[src/rtl/axis_frame_arbiter.sv]
// Frame-aware round-robin arbiter that funnels PORTS AXI-stream sources into one
// output register feeding the async FIFO write port; a grant is held until tlast.
module axis_frame_arbiter #(
    parameter int PORTS      = 4,
    parameter int DATA_WIDTH = 8,
    localparam int GW        = $clog2(PORTS)
) (
    input  logic                        clk,
    input  logic                        async_rst_n,
    input  logic [PORTS*DATA_WIDTH-1:0] in_axis_tdata,
    input  logic [PORTS-1:0]            in_axis_tvalid,
    output logic [PORTS-1:0]            in_axis_tready,
    input  logic [PORTS-1:0]            in_axis_tlast,
    input  logic [PORTS-1:0]            in_axis_tuser,
    output logic [DATA_WIDTH-1:0]       output_axis_tdata,
    output logic                        output_axis_tvalid,
    input  logic                        output_axis_tready,
    output logic                        output_axis_tlast,
    output logic                        output_axis_tuser,
    output logic                        grant_valid,
    output logic [GW-1:0]               grant_index
);

    localparam int SW = GW + 1;

    typedef enum logic {
        IDLE,
        ACTIVE
    } state_t;

    state_t                state_q, state_d;
    logic [GW-1:0]         lastGrant_q, lastGrant_d;
    logic [GW-1:0]         grantIdx_q, grantIdx_d;
    logic                  grantValid_q, grantValid_d;
    logic [DATA_WIDTH-1:0] outData_q, outData_d;
    logic                  outLast_q, outLast_d;
    logic                  outUser_q, outUser_d;
    logic                  outValid_q, outValid_d;

    logic                  found;
    logic [GW-1:0]         winner;
    logic [SW-1:0]         cand;
    logic [DATA_WIDTH-1:0] selData;
    logic                  selValid;
    logic                  selLast;
    logic                  selUser;
    logic                  outReady;
    logic                  beatAccept;

    // Scan starts one past the previous winner so every source waits at most PORTS-1 frames.
    always_comb begin
        found  = 1'b0;
        winner = '0;
        cand   = '0;
        for (int k = 1; k <= PORTS; k++) begin
            cand = {1'b0, lastGrant_q} + SW'(k);
            if (cand >= SW'(PORTS)) begin
                cand = cand - SW'(PORTS);
            end
            if (!found && in_axis_tvalid[cand[GW-1:0]]) begin
                found  = 1'b1;
                winner = cand[GW-1:0];
            end
        end
    end

    always_comb begin
        selData  = '0;
        selValid = 1'b0;
        selLast  = 1'b0;
        selUser  = 1'b0;
        for (int i = 0; i < PORTS; i++) begin
            if (grantIdx_q == GW'(i)) begin
                selData  = in_axis_tdata[i*DATA_WIDTH +: DATA_WIDTH];
                selValid = in_axis_tvalid[i];
                selLast  = in_axis_tlast[i];
                selUser  = in_axis_tuser[i];
            end
        end
    end

    assign outReady   = output_axis_tready | ~outValid_q;
    assign beatAccept = (state_q == ACTIVE) & selValid & outReady;

    always_comb begin
        in_axis_tready = '0;
        if (state_q == ACTIVE) begin
            for (int i = 0; i < PORTS; i++) begin
                if (grantIdx_q == GW'(i)) begin
                    in_axis_tready[i] = outReady;
                end
            end
        end
    end

    always_comb begin
        state_d      = state_q;
        lastGrant_d  = lastGrant_q;
        grantIdx_d   = grantIdx_q;
        grantValid_d = grantValid_q;
        unique case (state_q)
            IDLE: begin
                if (found) begin
                    grantIdx_d   = winner;
                    grantValid_d = 1'b1;
                    state_d      = ACTIVE;
                end
            end
            ACTIVE: begin
                if (beatAccept && selLast) begin
                    lastGrant_d  = grantIdx_q;
                    grantValid_d = 1'b0;
                    state_d      = IDLE;
                end
            end
            default: state_d = IDLE;
        endcase
    end

    // Data bits are deliberately held after the FIFO drains the beat; only valid clears.
    always_comb begin
        outData_d  = outData_q;
        outLast_d  = outLast_q;
        outUser_d  = outUser_q;
        outValid_d = outValid_q;
        if (beatAccept) begin
            outData_d  = selData;
            outLast_d  = selLast;
            outUser_d  = selUser;
            outValid_d = 1'b1;
        end else if (output_axis_tready) begin
            outValid_d = 1'b0;
        end
    end

    always_ff @(posedge clk or negedge async_rst_n) begin
        if (!async_rst_n) begin
            state_q      <= IDLE;
            lastGrant_q  <= GW'(PORTS - 1);
            grantIdx_q   <= '0;
            grantValid_q <= 1'b0;
            outData_q    <= '0;
            outLast_q    <= 1'b0;
            outUser_q    <= 1'b0;
            outValid_q   <= 1'b0;
        end else begin
            state_q      <= state_d;
            lastGrant_q  <= lastGrant_d;
            grantIdx_q   <= grantIdx_d;
            grantValid_q <= grantValid_d;
            outData_q    <= outData_d;
            outLast_q    <= outLast_d;
            outUser_q    <= outUser_d;
            outValid_q   <= outValid_d;
        end
    end

    assign output_axis_tdata  = outData_q;
    assign output_axis_tvalid = outValid_q;
    assign output_axis_tlast  = outLast_q;
    assign output_axis_tuser  = outUser_q;
    assign grant_valid        = grantValid_q;
    assign grant_index        = grantIdx_q;

endmodule

[config.mk]
export PLATFORM = sky130hd
export DESIGN_NAME = axis_frame_arbiter
export DESIGN_NICKNAME = d
export VERILOG_FILES = /design/src/rtl/axis_frame_arbiter.sv
export SDC_FILE = /design/constraint.sdc
export NUM_CORES = 1
export LEC_CHECK = 0
export CORE_MARGIN = 2
export CORE_UTILIZATION = 39
export DETAILED_ROUTE_END_ITERATION = 16
export PLACE_DENSITY = 0.94
export SETUP_SLACK_MARGIN = 0.2
export SLEW_MARGIN = 20
export SYNTH_ARGS = -nofsm -noshare
export SYNTH_HDL_FRONTEND = slang
export SYNTH_SLANG_ARGS = --single-unit
[constraint.sdc]
create_clock -name clk -period 5 [get_ports clk]
set_clock_uncertainty 0.05 [all_clocks]
set_input_delay 1 -clock clk [delete_from_list [all_inputs] [get_ports clk]]
set_output_delay 1 -clock clk [all_outputs]
set_load 0.01 [all_outputs]
==> flow_metrics.py, run 1 <==
metrics = {
    "synthesis": {
        "ys.flop_type": "dfrtp_1",
        "synth_top_area_share_pct": 36.5,
        "synth_fp_nets": 122,
        "yosysWarningCount": 0,
        "netlist-cell-type-count": 24,
        "synth_edf_count": 0,
        "synth.cell_area_um2": 1030,
        "ys_seq_elements": 17,
        "yosysTopAreaCell": "dfrtp_1",
        "synth_area_leaders": "dfrtp_1 (37%), mux4_2 (24%), mux2_2 (12%)",
        "synth_common_cells": "dfrtp_1 (15), mux2_2 (11), mux4_2 (11)",
        "synthCells": 75,
        "synth.most_common_cell": "dfrtp_1",
        "avgSynthCellArea_um2": 13.7,
        "ys_seq_area_share_pct": 41.7,
        "ys_async_sr_fraction_pct": 100,
    },
    "global_route": {
        "grt_use_met2_pct": 36.9,
        "grt_max_degree": 18,
        "grt_first_pass_wirelength_um": 5170,
        "met3_usage_pct": 7.96,
        "gr-usage-met1_pct": 26.1,
        "overflow": 0,
        "antenna_found_initial": 0,
        "track_usage_pct": 22.0,
        "grt-busiest-layer": "met2",
        "grt_pass1_vias": 997,
    },
    "place": {
        "dp_hpwl_um": 2470,
        "gp_congestion": 0.789,
        "portBuffers": 64,
        "place_ws_ns": 1.36,
    },
    "clocking": {
        "cts_buffer_depth": 2,
        "numCtsBuffers": 3,
        "cts_setup_buffers": 0,
        "cts_sinks": 17,
        "clk_latency_ns": 0.30,
        "cts_root_buf": "clkbuf_4",
        "tritoncts": "built",
        "cts-resized-gates": 0,
        "htree_levels": 1,
        "ctsHoldBuffers": 0,
        "path_clk_slew_ns": 0.10,
    },
    "critical_path": {
        "cp.depth": 5,
        "crit_top_cell": "clkdlybuf4s50_1",
        "cp-start-kind": "input port",
        "critPathArrivalTime_ns": 2.63,
        "rrSetupSlack_ns": 2.72,
        "reg2reg_depth": 3,
        "worstPathCellList": "clkdlybuf4s50_1 > nand2b_1 > nand2_1 > nor3_1 > clkdlybuf4s50_1",
        "critical_path.max_stage_delay_ns": 0.60,
        "cpLargestDelayFamily": "buffers and inverters",
        "cp-end-kind": "output port",
        "crit_fanout": 5,
        "slowest_stage": "clkdlybuf4s50_1",
        "cp.required_ns": 3.95,
        "critPathBufInv": 2,
        "path_class": "in2out",
    },
    "drt": {
        "remaining_drc_errors": 0,
        "antenna_left": 0,
        "first_pass_iters": 4,
        "drt_iter0_markers": 14,
        "wl_per_cell_um": 18.2,
        "drt-vias-per-instance": 5.46,
        "via_count": 922,
        "wl_um": 3080,
    },
    "sta": {
        "hold_slack_ns": 0.448,
        "worst_pin_slew_ns": 0.817,
        "slew_viol_final": 0,
        "grt_setup_unrepaired": "false",
        "min_period_ns": 3.68,
        "slew_headroom_pct": 45.5,
        "setup_viol": 0,
        "fmax_ghz": 0.272,
        "worst_slack_ns": 1.32,
        "fin_setup_tns_ns": 0,
        "fin_crit_sh_pct": 73.5,
        "hold_violations": 0,
    },
    "outcome": {
        "status": "complete, no violations",
    },
    "power_and_ir_drop": {
        "p_per_area_nw_per_um2": 537,
        "p_total_mw": 0.917,
        "vdd_drop_max_mv": 0.336,
        "power_leakage_nw": 0.671,
    },
    "finish": {
        "n_antenna_cell": 0,
        "fillers": 176,
        "final_core_utilization_pct": 68.9,
        "fin_nets": 187,
        "drive_above_1_share_pct": 21.6,
        "areaGrowthSynthToFinish_pct": 66.3,
    },
    "job": {
        "maxCapViolCount": 0,
    },
    "worst_hold_path": {
        "hp-class": "reg2reg",
        "worst_hold_path.num_cells": 1,
    },
    "die": {
        "core-area_um2": 2480,
        "die-area_um2": 3060,
        "die_h_um": 55.3,
        "row_count": 18,
        "die_w_um": 55.3,
        "start_util_pct": 41.5,
        "ios": 65,
    },
}
-- cell families after synthesis --
kind of cell           after synthesis  share of synthesized area (%)
AOI/OAI and AO/OA                    8                           5.48
buffers and inverters                5                           2.80
DFF                                 17                           41.7
muxes                               24                           38.1
and+or+nand+nor                     21                           11.9
-- registers in the layout (all words and copies together) (netlist names) --
| signal | count |
|---|---|
| output_axis_tlast | 1 |
| output_axis_tvalid | 1 |
| lastGrant_q | 2 |
| grant_index | 2 |
| output_axis_tdata | 8 |
| output_axis_tuser | 1 |
| grant_valid | 1 |
| state_q | 1 |
-- metrics by stage --
step / std cells / instance area (um2)
detailed placement: 165 / 1680
finish: 169 / 1710
global route: 169 / 1710
global placement: 165 / 1680
CTS: 169 / 1710
floorplan: 75 / 1030
-- worst paths after layout --
check                              startpoint                   end
hold reg to reg                   grant_valid           grant_valid
setup / recovery           output_axis_tready     in_axis_tready[0]
setup reg to reg               grant_index[0]  output_axis_tdata[7]
min in group asynchronous         async_rst_n  output_axis_tdata[1]
hold / removal                    grant_valid           grant_valid
max in group asynchronous         async_rst_n  output_axis_tdata[3]
-- report_power, final --
part | total [mW] | internal, mW | switching (mW)
clock | 0.0765 | 0.0298 | 0.0466
sequential | 0.316 | 0.216 | 0.101
combinational | 0.524 | 0.339 | 0.185
-- area by class of cell --
| type | count | area, um2 | share of cell area [%] |
|---|---|---|---|
| clock buffer | 3 | 22.5 | 1.32 |
| clock inverter | 1 | 5.00 | 0.293 |
| inverter | 1 | 3.75 | 0.220 |
| multi-input combinational | 53 | 571 | 33.4 |
| timing repair buffer | 64 | 641 | 37.5 |
| sequential | 17 | 428 | 25.1 |
| tap | 30 | 37.5 | 2.20 |
-- layer usage --
| metal | up-vias | part of all wire [%] |
|---|---|---|
| met5 | - | 0 |
| met4 | 0 | 1.6 |
| met3 | 4 | 9.8 |
| met2 | 60 | 50 |
| met1 | 439 | 38 |
| li1 | 419 | - |
-- layout by cell type, fill, tap and decap left out --
master,Yosys,routed
clkinv_2,0,1
inv_1,1,1
a221oi_1,2,2
nor2b_1,1,1
nor3_1,2,2
nand4_2,1,1
dfrtp_1,15,15
o21ai_0,1,1
clkdlybuf4s50_1,0,64
clkbuf_4,0,3
nor3b_1,1,1
nand3_1,1,1
or4_1,1,1
nand2_1,6,6
mux2_2,11,11
a21oi_1,2,2
dfstp_2,2,2
a22o_1,1,1
mux2i_1,2,2
nand2b_1,3,3
o21a_1,2,2
nor2_1,4,4
nand3_4,1,1
mux4_2,11,11
-- worst reg2reg max path: cells and delay by family (launching register included) --
family | cells | cell delay (ns)
flip-flops | 1 | 0.89
AND/OR/NAND/NOR | 1 | 0.20
multiplexers | 2 | 1.03
No activity file was read; power rests on OpenSTA's default activity.
==> run 2: changes to the inputs <==
- CORE_UTILIZATION: 39 -> 33
- PLACE_DENSITY: 0.94 -> 0.86
- clock period: 5 -> 3.2 ns (I/O delays scaled with it)
==> run 2 against run 1 <==
Against the previous run:
- cell count up 2.4%
- critical endpoint is now in_axis_tready[1]
- largest power group unchanged
- total power up 55%
- register-to-register slack worse by 1.5 ns
- sequential share of layout area down 0.15 points
- flip-flop and latch count unchanged
==> flow_metrics.py, run 2 (synthesis results as in run 1) <==
metrics = {
    "sta": {
        "setup_viol": 0,
        "worst_slack_ns": 0.293,
        "hold_violations": 0,
        "worst_pin_slew_ns": 0.783,
        "fin_setup_tns_ns": 0,
        "hold_slack_ns": 0.462,
        "slew_viol_final": 0,
        "fin_crit_sh_pct": 90.9,
        "min_period_ns": 2.91,
        "grt_setup_unrepaired": "false",
        "slew_headroom_pct": 47.6,
        "fmax_ghz": 0.344,
    },
    "clocking": {
        "cts_root_buf": "clkbuf_4",
        "clk_latency_ns": 0.28,
        "cts-resized-gates": 0,
        "htree_levels": 1,
        "tritoncts": "built",
        "path_clk_slew_ns": 0.10,
        "ctsHoldBuffers": 0,
        "cts_sinks": 17,
        "cts_buffer_depth": 2,
        "cts_setup_buffers": 0,
        "numCtsBuffers": 3,
    },
    "global_route": {
        "overflow": 0,
        "grt_max_degree": 18,
        "antenna_found_initial": 0,
        "grt_pass1_vias": 1034,
        "track_usage_pct": 17.0,
        "grt_first_pass_wirelength_um": 4520,
    },
    "finish": {
        "finalNonFillerCells": 173,
        "n_antenna_cell": 0,
        "fin_nets": 188,
        "final_common_cell": "clkdlybuf4s50_1",
        "largest_reg_flops": 8,
        "areaGrowthSynthToFinish_pct": 67.2,
        "layout_common_cells": "clkdlybuf4s50_1 (64), dfrtp_1 (15), mux4_2 (11), mux2_2 (11), nand2_1 (6)",
        "drive_above_1_share_pct": 21.4,
        "final_core_utilization_pct": 57.2,
        "design_area_um2": 1720,
    },
    "critical_path": {
        "cp.required_ns": 2.51,
        "crit_top_cell": "clkdlybuf4s50_1",
        "slowest_stage": "clkdlybuf4s50_1",
        "cp-end-kind": "output port",
        "r2r-start": "grant_index[1]",
        "path_class": "in2out",
        "cp.depth": 5,
        "critPathBufInv": 2,
        "reg2reg_depth": 3,
        "crit_fanout": 5,
        "critPathArrivalTime_ns": 2.22,
        "critical_path.max_stage_delay_ns": 0.57,
        "rrSetupSlack_ns": 1.22,
        "cp-start-kind": "input port",
        "worstPathCellList": "clkdlybuf4s50_1 > nand2b_1 > nand2_1 > nor3_1 > clkdlybuf4s50_1",
        "rr_endpoint": "output_axis_tdata[5]",
        "cpLargestDelayFamily": "buffers and inverters",
    },
    "place": {
        "dp_hpwl_um": 2250,
        "portBuffers": 64,
        "placed_area_um2": 1690,
        "place_ws_ns": 0.292,
        "placed_cells": 169,
        "gp_congestion": 0.699,
    },
    "job": {
        "maxCapViolCount": 0,
    },
    "drt": {
        "antenna_left": 0,
        "via_count": 917,
        "first_pass_iters": 4,
        "wl_um": 2800,
        "wl_per_cell_um": 16.2,
        "drt-vias-per-instance": 5.30,
        "drt_iter0_markers": 4,
        "remaining_drc_errors": 0,
    },
    "power_and_ir_drop": {
        "p_per_area_nw_per_um2": 827,
        "vdd_drop_max_mv": 0.559,
        "p_total_mw": 1.42,
        "power_leakage_nw": 0.673,
    },
    "die": {
        "ios": 65,
        "start_util_pct": 34.2,
        "die-area_um2": 3570,
        "row_count": 20,
        "die_w_um": 59.8,
        "die_h_um": 59.8,
        "core-area_um2": 3000,
    },
    "worst_hold_path": {
        "hp-class": "reg2reg",
        "min_to": "output_axis_tdata[1]",
        "min-delay-start": "output_axis_tdata[1]",
        "worst_hold_path.num_cells": 1,
    },
    "outcome": {
        "status": "complete, no violations",
    },
}
-- run 2: power breakdown --
part | internal, mW | switching [mW]
sequential | 0.338 | 0.129
combinational | 0.537 | 0.304
clock | 0.0483 | 0.0647
-- run 2: final cells by class --
| class | count | area, um2 |
|---|---|---|
| clock buffer | 4 | 26.3 |
| multi-input combinational | 53 | 571 |
| sequential | 17 | 428 |
| inverter | 1 | 3.75 |
| timing repair buffer | 65 | 648 |
| tap | 33 | 41.3 |
| fill | 274 | 1280 |
-- run 2: how the worst max path moves through the flow --
| stage | from | end | slack (ns) |
|---|---|---|---|
| 5_1_grt | output_axis_tready | in_axis_tready[2] | 0.23 |
| 4_1_cts | output_axis_tready | in_axis_tready[1] | 0.27 |
| 2_1_floorplan | output_axis_tready | in_axis_tready[0] | 1.30 |
| 3_3_place_gp | output_axis_tready | in_axis_tready[0] | 0.36 |
| 6_report | output_axis_tready | in_axis_tready[1] | 0.29 |
| 3_5_place_dp | output_axis_tready | in_axis_tready[1] | 0.29 |
-- run 2: layer usage --
metal  up-vias  global-route usage, %  part of all wire [%]
met5         -                      0                     0
met3         2                   4.55                   7.9
li1        419                      -                     -
met4         0                   5.08                  0.54
met1       455                   17.8                    35
met2        41                   32.6                    57
-- run 2: worst register-to-register path, stage by stage, from the launching register on --
cell	delay, ns
dfrtp_1	0.78
mux4_2	0.48
nand3_4	0.20
mux2_2	0.36
==> run 3: changes to the inputs <==
- CORE_MARGIN: 2 -> not set
- SKIP_CTS_REPAIR_TIMING: not set -> 1
==> run 3 against run 2 <==
Against the previous run:
- the run now ends with design-rule violations left
- register-to-register slack lost 0.02 ns
- clock power about the same
- critical path type unchanged
- via count is 0.55% higher
- flip-flop and latch count unchanged
- total power grew 1.2%
- cell count is 1.2% lower
- utilization grew 3.0 points
- highest routed layer unchanged
==> flow_metrics.py, run 3 (synthesis results as in run 1) <==
metrics = {
    "die": {
        "start_util_pct": 36.0,
        "core-area_um2": 2850,
        "ios": 65,
        "die-area_um2": 3340,
        "die_w_um": 57.8,
        "die_h_um": 57.8,
        "row_count": 19,
    },
    "drt": {
        "wl_um": 2890,
        "drt-vias-per-instance": 5.39,
        "first_pass_iters": 12,
        "drt_iter0_markers": 31,
        "antenna_left": 0,
        "remaining_drc_errors": 9,
        "via_count": 922,
        "wl_per_cell_um": 16.9,
    },
    "power_and_ir_drop": {
        "p_per_area_nw_per_um2": 837,
        "power_leakage_nw": 0.676,
        "vdd_drop_max_mv": 0.286,
        "p_total_mw": 1.44,
        "p_sw_share_pct": 35.9,
        "seq_power_share_pct": 33.1,
        "pwr-share-comb_pct": 59.1,
        "power.switching_mw": 0.515,
        "p_int_mw": 0.921,
        "pwr-share-clk_pct": 7.8,
    },
    "place": {
        "place_ws_ns": 0.326,
        "placed_area_um2": 1690,
        "gp_congestion": 0.733,
        "placed_cells": 167,
        "portBuffers": 64,
        "dp_hpwl_um": 2330,
    },
    "finish": {
        "final_common_cell": "clkdlybuf4s50_1",
        "areaGrowthSynthToFinish_pct": 67.1,
        "largest_reg_flops": 8,
        "final_core_utilization_pct": 60.2,
        "finalNonFillerCells": 171,
        "drive_above_1_share_pct": 22.1,
        "n_antenna_cell": 0,
        "fin_nets": 188,
        "design_area_um2": 1720,
        "layout_common_cells": "clkdlybuf4s50_1 (64), dfrtp_1 (15), mux4_2 (11), mux2_2 (11), nand2_1 (6)",
    },
    "critical_path": {
        "worstSetupStartpoint": "output_axis_tready",
        "critPathArrivalTime_ns": 2.21,
        "r2r-start": "grant_index[0]",
        "cp-end-kind": "output port",
        "path_class": "in2out",
        "cp.required_ns": 2.51,
        "crit_fanout": 5,
        "cp-start-kind": "input port",
        "reg2reg_depth": 3,
    },
    "worst_hold_path": {
        "worst_hold_path.num_cells": 2,
        "hp-class": "reg2reg",
        "min-delay-start": "output_axis_tlast",
    },
    "sta": {
        "fin_setup_tns_ns": 0,
        "fmax_ghz": 0.345,
        "slew_headroom_pct": 50.5,
        "grt_setup_unrepaired": "false",
        "min_period_ns": 2.90,
        "hold_slack_ns": 0.442,
        "fin_crit_sh_pct": 90.5,
        "worst_slack_ns": 0.304,
        "hold_violations": 0,
        "setup_viol": 0,
        "worst_pin_slew_ns": 0.740,
        "slew_viol_final": 0,
    },
    "global_route": {
        "grt_first_pass_wirelength_um": 4550,
        "grt_max_degree": 18,
        "overflow": 0,
        "antenna_found_initial": 0,
        "met3_usage_pct": 5.58,
        "grt_pass1_vias": 950,
        "gr-usage-met1_pct": 21.9,
        "grt_use_met2_pct": 32.4,
        "track_usage_pct": 18.5,
        "grt-busiest-layer": "met2",
    },
    "clocking": {
        "htree_levels": 1,
        "path_clk_slew_ns": 0.09,
        "clk_latency_ns": 0.29,
        "tritoncts": "built",
        "cts_root_buf": "clkbuf_4",
        "cts_sinks": 17,
        "numCtsBuffers": 3,
        "cts_buffer_depth": 2,
    },
    "outcome": {
        "status": "complete, but fails checks",
        "violations": "design-rule violations",
    },
    "job": {
        "maxCapViolCount": 0,
    },
}
[run 3: cell count changes in the layout (fill, tap and decap cells not counted), sizes merged]
cell    change
clkbuf      -1
clkinv      +1
[run 3: worst paths after layout]
kind	to	slack, ns
setup / recovery	in_axis_tready[3]	0.30
hold / removal	output_axis_tlast	0.44
setup reg to reg	output_axis_tdata[7]	1.20
hold reg to reg	output_axis_tlast	0.44
max in group asynchronous	output_axis_tlast	1.90
min in group asynchronous	output_axis_tdata[7]	0.73
[run 3: power by group through the flow]
stage / logic (mW) / registers [mW] / clock network [mW]
after floorplan: 0.501 / 0.458 / 0
after global placement: 0.826 / 0.472 / 0
after detailed placement: 0.853 / 0.483 / 0
after CTS: 0.857 / 0.478 / 0.115
after global routing: 0.909 / 0.502 / 0.130
final: 0.850 / 0.475 / 0.112
[run 3: area by class of cell]
cell class,instances,area [um2]
Inverter,1,3.75
Tap cell,31,38.8
Timing Repair Buffer,65,648
Sequential cell,17,428
Clock buffer,3,22.5
Fill cell,220,1140
Multi-Input combinational cell,53,571
Clock inverter,1,5.00
[run 3: routing by layer]
| layer | vias to the layer above | wire (um) |
|---|---|---|
| li1 | 423 | - |
| met1 | 448 | 1120 |
| met2 | 47 | 1420 |
| met3 | 4 | 315 |
| met4 | 0 | 35 |
| met5 | - | 0 |
[run 3: worst max-delay path, cell delays in order]
cell,delay [ns]
clkdlybuf4s50_1,0.46
nand2b_1,0.25
nand3_1,0.13
nor2_1,0.16
clkdlybuf4s50_1,0.57
